$ cat src/rtl/pluto_spi_pkg.sv
// Shared types and byte-map constants for the SPI command-frame controller.
package pluto_spi_pkg;

  // Frame controller states
  typedef enum logic [1:0] {
    StIdle,
    StRecv,
    StCommit
  } frame_state_e;

  // Writable command bytes per frame
  localparam int unsigned FRAME_BYTES = 10;

  // Width of the received-byte mask (one bit per byte slot in the map below)
  localparam int unsigned MaskBits = 10;

  // Byte map: PWM words occupy bytes 0..7, low byte first
  localparam int unsigned NumPwm      = 4;
  localparam int unsigned PwmByteBase = 0;
  // Digital outputs [7:0]
  localparam int unsigned DoutByte    = 8;
  // Config byte: [1:0] -> dout[9:8], [7] -> Z polarity
  localparam int unsigned CfgByte     = 9;
  localparam int unsigned ZpolBit     = 7;

  function automatic int unsigned pwm_lo_byte(input int unsigned n);
    return PwmByteBase + 2 * n;
  endfunction

  function automatic int unsigned pwm_hi_byte(input int unsigned n);
    return PwmByteBase + 2 * n + 1;
  endfunction

endpackage

$ cat src/rtl/spi_wdog.sv
// Link watchdog: counts idle cycles between commits, saturates at the limit
// and latches a trip flag. A limit of 0 disables it.
module spi_wdog #(
  parameter int unsigned WD_TIMEOUT = 400000
) (
  input  logic clk_i,
  input  logic rst_ni,     // synchronous, active-low
  input  logic clear_i,    // commit cycle: restart the count and drop the trip
  output logic tripped_o,
  output logic trip_now_o  // trip condition this cycle, already losing to clear_i
);

  logic [31:0] cnt_q, cnt_d;
  logic        tripped_q, tripped_d;
  logic        at_limit;

  assign at_limit   = (WD_TIMEOUT != 0) && (cnt_q == WD_TIMEOUT);
  assign trip_now_o = at_limit && !clear_i;
  assign tripped_o  = tripped_q;

  // Next-state: saturating counter and sticky trip flag
  always_comb begin
    cnt_d     = cnt_q;
    tripped_d = tripped_q;
    if (clear_i) begin
      cnt_d     = '0;
      tripped_d = 1'b0;
    end else begin
      if (cnt_q < WD_TIMEOUT) cnt_d = cnt_q + 32'd1;
      if (at_limit) tripped_d = 1'b1;
    end
  end

  // State registers
  always_ff @(posedge clk_i) begin
    if (!rst_ni) begin
      cnt_q     <= '0;
      tripped_q <= 1'b0;
    end else begin
      cnt_q     <= cnt_d;
      tripped_q <= tripped_d;
    end
  end

endmodule

$ cat src/rtl/spi_frame_ctrl.sv
// SPI command-frame controller: collects bytes into a shadow buffer and
// commits them to the output registers only when every byte has arrived.
module spi_frame_ctrl #(
  parameter int unsigned FRAME_BYTES = pluto_spi_pkg::FRAME_BYTES,
  parameter int unsigned WD_TIMEOUT  = 400000
) (
  input  logic        clk,
  input  logic        nRESET,
  input  logic        frame_start,
  input  logic        frame_end,
  input  logic        byte_valid,
  input  logic [5:0]  byte_index,
  input  logic [7:0]  byte_data,
  output logic [15:0] pwm0,
  output logic [15:0] pwm1,
  output logic [15:0] pwm2,
  output logic [15:0] pwm3,
  output logic [9:0]  dout_reg,
  output logic        zpol,
  output logic        snap,
  output logic        wd_tripped,
  output logic        frame_err,
  output logic [15:0] frame_count
);
  import pluto_spi_pkg::*;

  // Slots actually tracked; indices at or above this are dropped
  localparam int unsigned UsedBytes = (FRAME_BYTES < MaskBits) ? FRAME_BYTES : MaskBits;
  localparam logic [MaskBits-1:0] FullMask = {MaskBits{1'b1}} >> (MaskBits - UsedBytes);

  frame_state_e          state_q, state_d;
  logic [MaskBits-1:0]   mask_q, mask_d;
  logic [7:0]            shadow_q [MaskBits];
  logic [7:0]            shadow_d [MaskBits];
  logic [15:0]           pwm_q [NumPwm];
  logic [15:0]           pwm_d [NumPwm];
  logic [9:0]            dout_q, dout_d;
  logic                  zpol_q, zpol_d;
  logic                  snap_q, snap_d;
  logic                  frame_err_q, frame_err_d;
  logic [15:0]           frame_count_q, frame_count_d;

  logic                  commit;
  logic                  byte_hit;
  logic [3:0]            slot;
  logic                  wd_trip_now;

  assign commit   = (state_q == StCommit);
  assign byte_hit = byte_valid && (byte_index < 6'(UsedBytes));
  assign slot     = byte_index[3:0];

  spi_wdog #(
    .WD_TIMEOUT (WD_TIMEOUT)
  ) u_wdog (
    .clk_i      (clk),
    .rst_ni     (nRESET),
    .clear_i    (commit),
    .tripped_o  (wd_tripped),
    .trip_now_o (wd_trip_now)
  );

  // Frame FSM: reception into the shadow buffer and completeness check
  always_comb begin
    state_d     = state_q;
    mask_d      = mask_q;
    shadow_d    = shadow_q;
    snap_d      = 1'b0;
    frame_err_d = frame_err_q;
    unique case (state_q)
      StIdle: begin
        if (frame_start) begin
          state_d = StRecv;
          mask_d  = '0;
          snap_d  = 1'b1;
        end
      end
      StRecv: begin
        if (frame_start) begin
          // Restart: earlier bytes of this frame no longer count
          mask_d      = '0;
          snap_d      = 1'b1;
          frame_err_d = 1'b1;
          if (byte_hit) begin
            shadow_d[slot] = byte_data;
            mask_d[slot]   = 1'b1;
          end
        end else begin
          // Byte lands before frame_end is judged, so a last byte on the end cycle counts
          if (byte_hit) begin
            shadow_d[slot] = byte_data;
            mask_d[slot]   = 1'b1;
          end
          if (frame_end) begin
            if ((mask_d & FullMask) == FullMask) begin
              state_d = StCommit;
            end else begin
              frame_err_d = 1'b1;
              mask_d      = '0;
              state_d     = StIdle;
            end
          end
        end
      end
      StCommit: begin
        state_d     = StIdle;
        mask_d      = '0;
        frame_err_d = 1'b0;
      end
      default: state_d = StIdle;
    endcase
  end

  // Output registers: atomic load on commit, PWM forced off on watchdog trip
  always_comb begin
    pwm_d         = pwm_q;
    dout_d        = dout_q;
    zpol_d        = zpol_q;
    frame_count_d = frame_count_q;
    if (commit) begin
      for (int unsigned n = 0; n < NumPwm; n++) begin
        pwm_d[n] = {shadow_q[pwm_hi_byte(n)], shadow_q[pwm_lo_byte(n)]};
      end
      dout_d        = {shadow_q[CfgByte][1:0], shadow_q[DoutByte]};
      zpol_d        = shadow_q[CfgByte][ZpolBit];
      frame_count_d = frame_count_q + 16'd1;
    end else if (wd_trip_now) begin
      for (int unsigned n = 0; n < NumPwm; n++) pwm_d[n] = '0;
    end
  end

  // State registers with synchronous active-low reset
  always_ff @(posedge clk) begin
    if (!nRESET) begin
      state_q       <= StIdle;
      mask_q        <= '0;
      for (int unsigned i = 0; i < MaskBits; i++) shadow_q[i] <= '0;
      for (int unsigned n = 0; n < NumPwm; n++) pwm_q[n] <= '0;
      dout_q        <= '0;
      zpol_q        <= 1'b0;
      snap_q        <= 1'b0;
      frame_err_q   <= 1'b0;
      frame_count_q <= '0;
    end else begin
      state_q       <= state_d;
      mask_q        <= mask_d;
      shadow_q      <= shadow_d;
      pwm_q         <= pwm_d;
      dout_q        <= dout_d;
      zpol_q        <= zpol_d;
      snap_q        <= snap_d;
      frame_err_q   <= frame_err_d;
      frame_count_q <= frame_count_d;
    end
  end

  assign pwm0        = pwm_q[0];
  assign pwm1        = pwm_q[1];
  assign pwm2        = pwm_q[2];
  assign pwm3        = pwm_q[3];
  assign dout_reg    = dout_q;
  assign zpol        = zpol_q;
  assign snap        = snap_q;
  assign frame_err   = frame_err_q;
  assign frame_count = frame_count_q;

endmodule

$ cat config.mk
export PLATFORM = sky130hd
export DESIGN_NAME = spi_frame_ctrl
export DESIGN_NICKNAME = d
export VERILOG_FILES = /design/src/rtl/pluto_spi_pkg.sv /design/src/rtl/spi_wdog.sv /design/src/rtl/spi_frame_ctrl.sv
export SDC_FILE = /design/constraint.sdc
export NUM_CORES = 1
export LEC_CHECK = 0
export ABC_AREA = 1
export BUFFER_PORTS_ARGS = -buffer_cell sky130_fd_sc_hd__buf_2
export CAP_MARGIN = 20
export CORE_MARGIN = 8
export CORE_UTILIZATION = 62
export DETAILED_ROUTE_END_ITERATION = 8
export PLACE_DENSITY_LB_ADDON = 0.1
export SKIP_CTS_REPAIR_TIMING = 1
export SLEW_MARGIN = 0
export SYNTH_ARGS = -nofsm -noshare
export SYNTH_HDL_FRONTEND = slang
export SYNTH_SLANG_ARGS = --single-unit
$ cat constraint.sdc
create_clock -name clk -period 3.38 [get_ports clk]
set_input_delay 0.676 -clock clk [delete_from_list [all_inputs] [get_ports clk]]
set_output_delay 0.676 -clock clk [all_outputs]
set_load 0.01 [all_outputs]
# After elaboration in Yosys (flattened, before gate mapping)
# Cells that the tools add are included.
# op_classes
muxes,26
magnitude_cmp,6
n_bitwise,3
reduce_logical,16
n_addsub,2
n_eq_ne,9
# ops
operator,n
$mux W64,2
$bwmux W80,1
$mux W10,8
$add A32 B1 Y32 const B,1
$demux W8 S4,1
$eq A32 B19 Y1 const B,1
$lt A32 B19 Y1 const B,1
$pmux W10 S3,1
$add A16 B1 Y16 const B,1
$eq A10 B10 Y1 const B,1
$or A10 B10 Y10,1
$mux W2,4
$mux W8,1
$lt A6 B4 Y1 const B,1
$ne A2 B2 Y1 const B,3
$ne A3 B3 Y1 const B,2
$reduce_and A2 Y1,3
$reduce_and A3 Y1,2
$ge A5 B5 Y1 const B,1
$lt A4 B5 Y1 const B,1
$lt A5 B1 Y1 const B,1
$mux W1,5
$not A4 Y5,1
$demux W1 S4,1
12 further kinds,17
# totals
register_bits,218

# Longest topological paths before layout
# depth
ltp_word,13
ltp_mapped,16
ltp_nobuf,15

# Modules after synthesis
# A second synthesis with hierarchy kept.
# hier_totals
cells_unflattened,1188
hier_area_um2,8842.2
# modules_own_cells
mod,seq_area_each_um2,n_inst,cells_per_inst,area_per_inst_um2
spi_frame_ctrl,3603.5,1,915,6980.4
spi_wdog,660.6,1,273,1861.8

# Worst setup path before layout
# No wires, ideal clock.
# synth_path
kind,input -> register
startpoint,input byte_index[4]
endpoint,register mask_q[5]
arrival_ns,1.772
t_required_ns,3.310
setup_time_ns,0.070
setup_slack_ns,1.538
path_stages,14
cell_sequence,inv_1 > nand2_2 > nor2_4 > nand3_1 > nand2_1 > nand2_1 > nor2_1 > nand3_1 > nand2_2 > buf_6 > nand2_1 > nand2_1 > nand2_1 > a21oi_1
# synth_via
elab_chain_len,10
elab_cells_between_ends,11
classes_between,order compare: 1; eq/ne: 1; mux: 8; reduce/logical: 1
# synth_lines
element,line,source
"start, declared",spi_frame_ctrl.sv:12,"input logic [5:0] byte_index,"
$lt A6 B4 Y1 (*),spi_frame_ctrl.sv:49,assign byte_hit = byte_valid && (byte_index < 6'(UsedBytes));
$logic_and A1 B1 Y1 (*),spi_frame_ctrl.sv:49,
$mux W10,spi_frame_ctrl.sv:89,if (byte_hit) begin
$mux W10,spi_frame_ctrl.sv:78,if (frame_start) begin
$mux W10,spi_frame_ctrl.sv:69,unique case (state_q)
$eq A10 B10 Y1,spi_frame_ctrl.sv:94,if ((mask_d & FullMask) == FullMask) begin
$mux W10,spi_frame_ctrl.sv:94,
$mux W10,spi_frame_ctrl.sv:93,if (frame_end) begin
$mux W10 (*),spi_frame_ctrl.sv:78,
$pmux W10 S3 (*),spi_frame_ctrl.sv:69,
"end signal, assigned",spi_frame_ctrl.sv:145,mask_q <= mask_d;
"end, declared",spi_frame_ctrl.sv:32,"logic [MaskBits-1:0] mask_q, mask_d;"
# Every way passes the cells marked *; elsewhere a longest branch is shown, timed or not. The select of a mux whose other input is x is not followed.
# A chain may end at the register's enable or synchronous reset.

# Final worst setup path
# layout_path
startpoint,register state_q[0]
endpoint,register u_wdog.cnt_q[7]
# layout_via
elab_chain_len,2
# layout_lines
element,line,source
"start, declared",spi_frame_ctrl.sv:31,"frame_state_e state_q, state_d;"
"start signal, assigned",spi_frame_ctrl.sv:134,state_q <= StIdle;
"start signal, assigned",spi_frame_ctrl.sv:144,state_q <= state_d;
$eq A2 B2 Y1,spi_frame_ctrl.sv:48,assign commit = (state_q == StCommit);
$reduce_or A2 Y1 (no line),n/a,
"end signal, assigned",spi_wdog.sv:40,cnt_q <= cnt_d;
"end, declared",spi_wdog.sv:13,"logic [31:0] cnt_q, cnt_d;"
# No other way between the ends.

==> flow_summary_export.csv <==
group,metric,value,unit
run_status,status,"finished, final reports clean",
clock_network,root_buffer,"clkbuf_16",
critical_path,r2r-start,"state_q[0]$_SDFFE_PN0P_",
synthesis,yosysMostFrequentCell,"dfxtp_1",
drt,drc_errors,0,
critical_path,cp-start-kind,"flip-flop",
placement,place_congestion,0.890,
clock_network,cts.sinks,213,
clock_network,clockBufferDepth,3,
clock_network,clk_pin_slew,60,ps
pwr,intPower,3.86,mW
pwr,power.share.switching,0.218,
cells_and_area,fill_cells,1123,
floorplan,rows,42,
global_routing,grt_max_degree,100,
timing,worst_slew_pin_slew,901,ps
critical_path,rr_endpoint,"u_wdog.cnt_q[7]$_SDFFE_PP0N_",
floorplan,dieArea,17600,sq um
clock_network,cts_max_level,1,
timing,maxSlewViolCount,0,
timing,rsz0062_at_grt,"no",
timing,min_period,2470,ps
synthesis,syn_avg_cell_area,7.48,sq um
global_routing,antenna_found_initial,0,
critical_path,crit_arrival,2890,ps
drt,dr.pass1.iters,5,
clock_network,cts_buffers,21,
placement,hpwl,14.0,mm
pwr,power.density,510,nW/um^2
pwr,seq_power_share,0.515,
drt,vias_per_cell,5.43,
global_routing,grt_pass1_wl,35.7,mm
floorplan,start_util,0.635,
critical_path,crit_type,"flip-flop to flip-flop",
synthesis,ys_ff_latch,213,
timing,finalSetupViolCount,0,
synthesis,synth_cell_types,32,
timing,finalSetupTns,0,ps
timing,final_hold_viol_count,0,
floorplan,core,13300,sq um
flow_run,cap_violations,0,
pwr,p_leak,3.93,nW
cells_and_area,antenna_cells,0,
floorplan,ios,113,
cells_and_area,multi_input_area,3360,sq um
placement,port_buffers,112,
critical_path,reg2regPathDepth,6,
synthesis,synthArstFlopShare,0,
drt,drt_wl_total,21.5,mm
timing,fmax,405,MHz
synthesis,syn_inst,1129,
synthesis,ys_seq_area_frac,0.505,
drt,routedWlPerCell,15.4,um
clock_network,cts_tree,"built",
cells_and_area,nNetsFinal,1236,
cells_and_area,regArea,4260,sq um
cells_and_area,fin_util,0.729,
critical_path,end_kind,"flip-flop",
clock_network,clk_latency,480,ps
cells_and_area,final_layout_size_suffix_gt1_frac,0.132,
timing,clock_skew,8.12,ps
pwr,p_sw,1.08,mW
pwr,pwr-share-comb,0.044,
global_routing,globalRouteTotalUtil,0.240,
critical_path,crit_fanout,22,
cells_and_area,regMostFlops,"shadow_q",
hold_path,hold_path_depth,2,
synthesis,ys_warn_count,0,
hold_path,hold_start,"u_wdog.cnt_q[30]$_SDFFE_PP0N_",
pwr,finalPower,4.94,mW
synthesis,synth_edf_count,0,
synthesis,syn_area,8440,sq um
synthesis,synthTopCellsByArea,"dfxtp_1, a21oi_1, nand2_1",
hold_path,worstHoldPathType,"flip-flop to flip-flop",
timing,timing.slew.headroom,0.399,
critical_path,reg2reg_slack,910,ps
floorplan,dieHeight,133,um
global_routing,grt_pass1_vias,7335,
timing,timing.final.crit_share,0.730,
cells_and_area,largest_reg_flops,75,
synthesis,synth.top_cells.by_count,"dfxtp_1, a21oi_1, nand2_1",
synthesis,synth_flop_cell,"dfxtp_1",
synthesis,yosysTopAreaCell,"dfxtp_1",
synthesis,synth.top_cell.area_share,0.505,
floorplan,die_w,133,um
cells_and_area,largest_registers,"shadow_q: 75 flops, u_wdog.cnt_q: 32 flops",
drt,drtAntennaViolNets,0,
drt,drt_iter0_markers,461,
hold_path,hold_end,"u_wdog.cnt_q[30]$_SDFFE_PP0N_",
synthesis,synth_fp_nets,1154,
cells_and_area,synthToLayoutAreaGrowth,14.9,%
drt,num_vias,7597,
pwr,pwr-share-clk,0.442,
critical_path,cp.required,3800,ps
global_routing,grt.overflow.total,0,
pwr,vdd_drop_max,0.000320,V
-- logic make-up (layout without fill, tap and decap cells) --
logic type	count (synthesis)	in the layout	synth area share
and+or+nand+nor	395	395	0.202
DFF	213	213	0.505
AOI/OAI and AO/OA	298	298	0.184
adders and majority gates	6	6	0.00890
xor gates and xnor gates	3	3	0.00311
buffers and inverters	214	308	0.0973
-- cells in the final DEF, fill, tap and decap left out, types with 3 or more instances in the layout --
cell type / synthesis / final
buf_2: 5 / 112
buf_4: 1 / 6
nand2_2: 3 / 4
o21ai_0: 108 / 108
dfxtp_1: 213 / 213
nor4_1: 3 / 3
a31oi_1: 8 / 8
nand2_1: 165 / 164
a211oi_1: 10 / 10
inv_1: 153 / 152
a21oi_1: 166 / 166
clkbuf_1: 43 / 5
nand4_1: 14 / 14
ha_1: 6 / 5
clkbuf_8: 0 / 6
nor3b_1: 3 / 3
clkbuf_16: 0 / 21
nand3_1: 98 / 98
nor2_1: 91 / 91
nor3_1: 13 / 13
-- area by class of cell --
cell class / instances / share of cell area
Sequential cell: 213 / 0.440
Multi-Input combinational cell: 702 / 0.347
Clock buffer: 32 / 0.0647
Timing Repair Buffer: 119 / 0.0645
Inverter: 154 / 0.0596
Tap cell: 176 / 0.0227
Clock inverter: 3 / 0.00194
-- critical path, stage by stage, from the launching register on --
cell     delay, ps
dfxtp_1        330
inv_1           80
ha_2           340
nor2_1         700
inv_1          570
a21oi_1        250
o21a_1         140
-- worst max-delay path by stage --
stage	start	slack (ps)	endpoint	depth (start not counted)
floorplan	byte_index[4]	1540	mask_q[5]$_SDFFE_PN0P_	14
CTS	state_q[0]$_SDFFE_PN0P_	950	u_wdog.cnt_q[7]$_SDFFE_PP0N_	6
global route	state_q[0]$_SDFFE_PN0P_	710	u_wdog.cnt_q[7]$_SDFFE_PP0N_	6
finish	state_q[0]$_SDFFE_PN0P_	910	u_wdog.cnt_q[7]$_SDFFE_PP0N_	6
global placement	nRESET	1010	u_wdog.cnt_q[7]$_SDFFE_PP0N_	6
detailed placement	nRESET	960	u_wdog.cnt_q[7]$_SDFFE_PP0N_	6
-- layer usage --
layer  GRT usage  wire length (um)  part of all wire  vias to the layer above
li1            -                 -                 -                     3859
met4      0.0915               681             0.032                        0
met3      0.0397              1290             0.060                       52
met1       0.285              9060              0.42                     3462
met2       0.425             10500              0.49                      224
met5           0                 0                 0                        -
-- stage by stage --
step,area [sq um],hold WS [ps],setup slack (ps),std cells
3_3_place_gp,9050,415,1010,1364
6_report,9690,427,913,1399
5_1_grt,9690,443,706,1399
4_1_cts,9690,428,954,1399
3_5_place_dp,9050,418,964,1364
2_1_floorplan,8440,408,1540,1129
-- power by group through the flow --
| stage | Combinational (mW) | Sequential [mW] | Clock (mW) |
|---|---|---|---|
| final | 0.216 | 2.54 | 2.18 |
| after global routing | 0.244 | 2.54 | 2.33 |
| after CTS | 0.214 | 2.54 | 2.21 |
| after detailed placement | 0.213 | 2.60 | 0 |
| after global placement | 0.209 | 2.60 | 0 |
| after floorplan | 0.146 | 2.60 | 0 |
(Power assumes the default switching activity.)
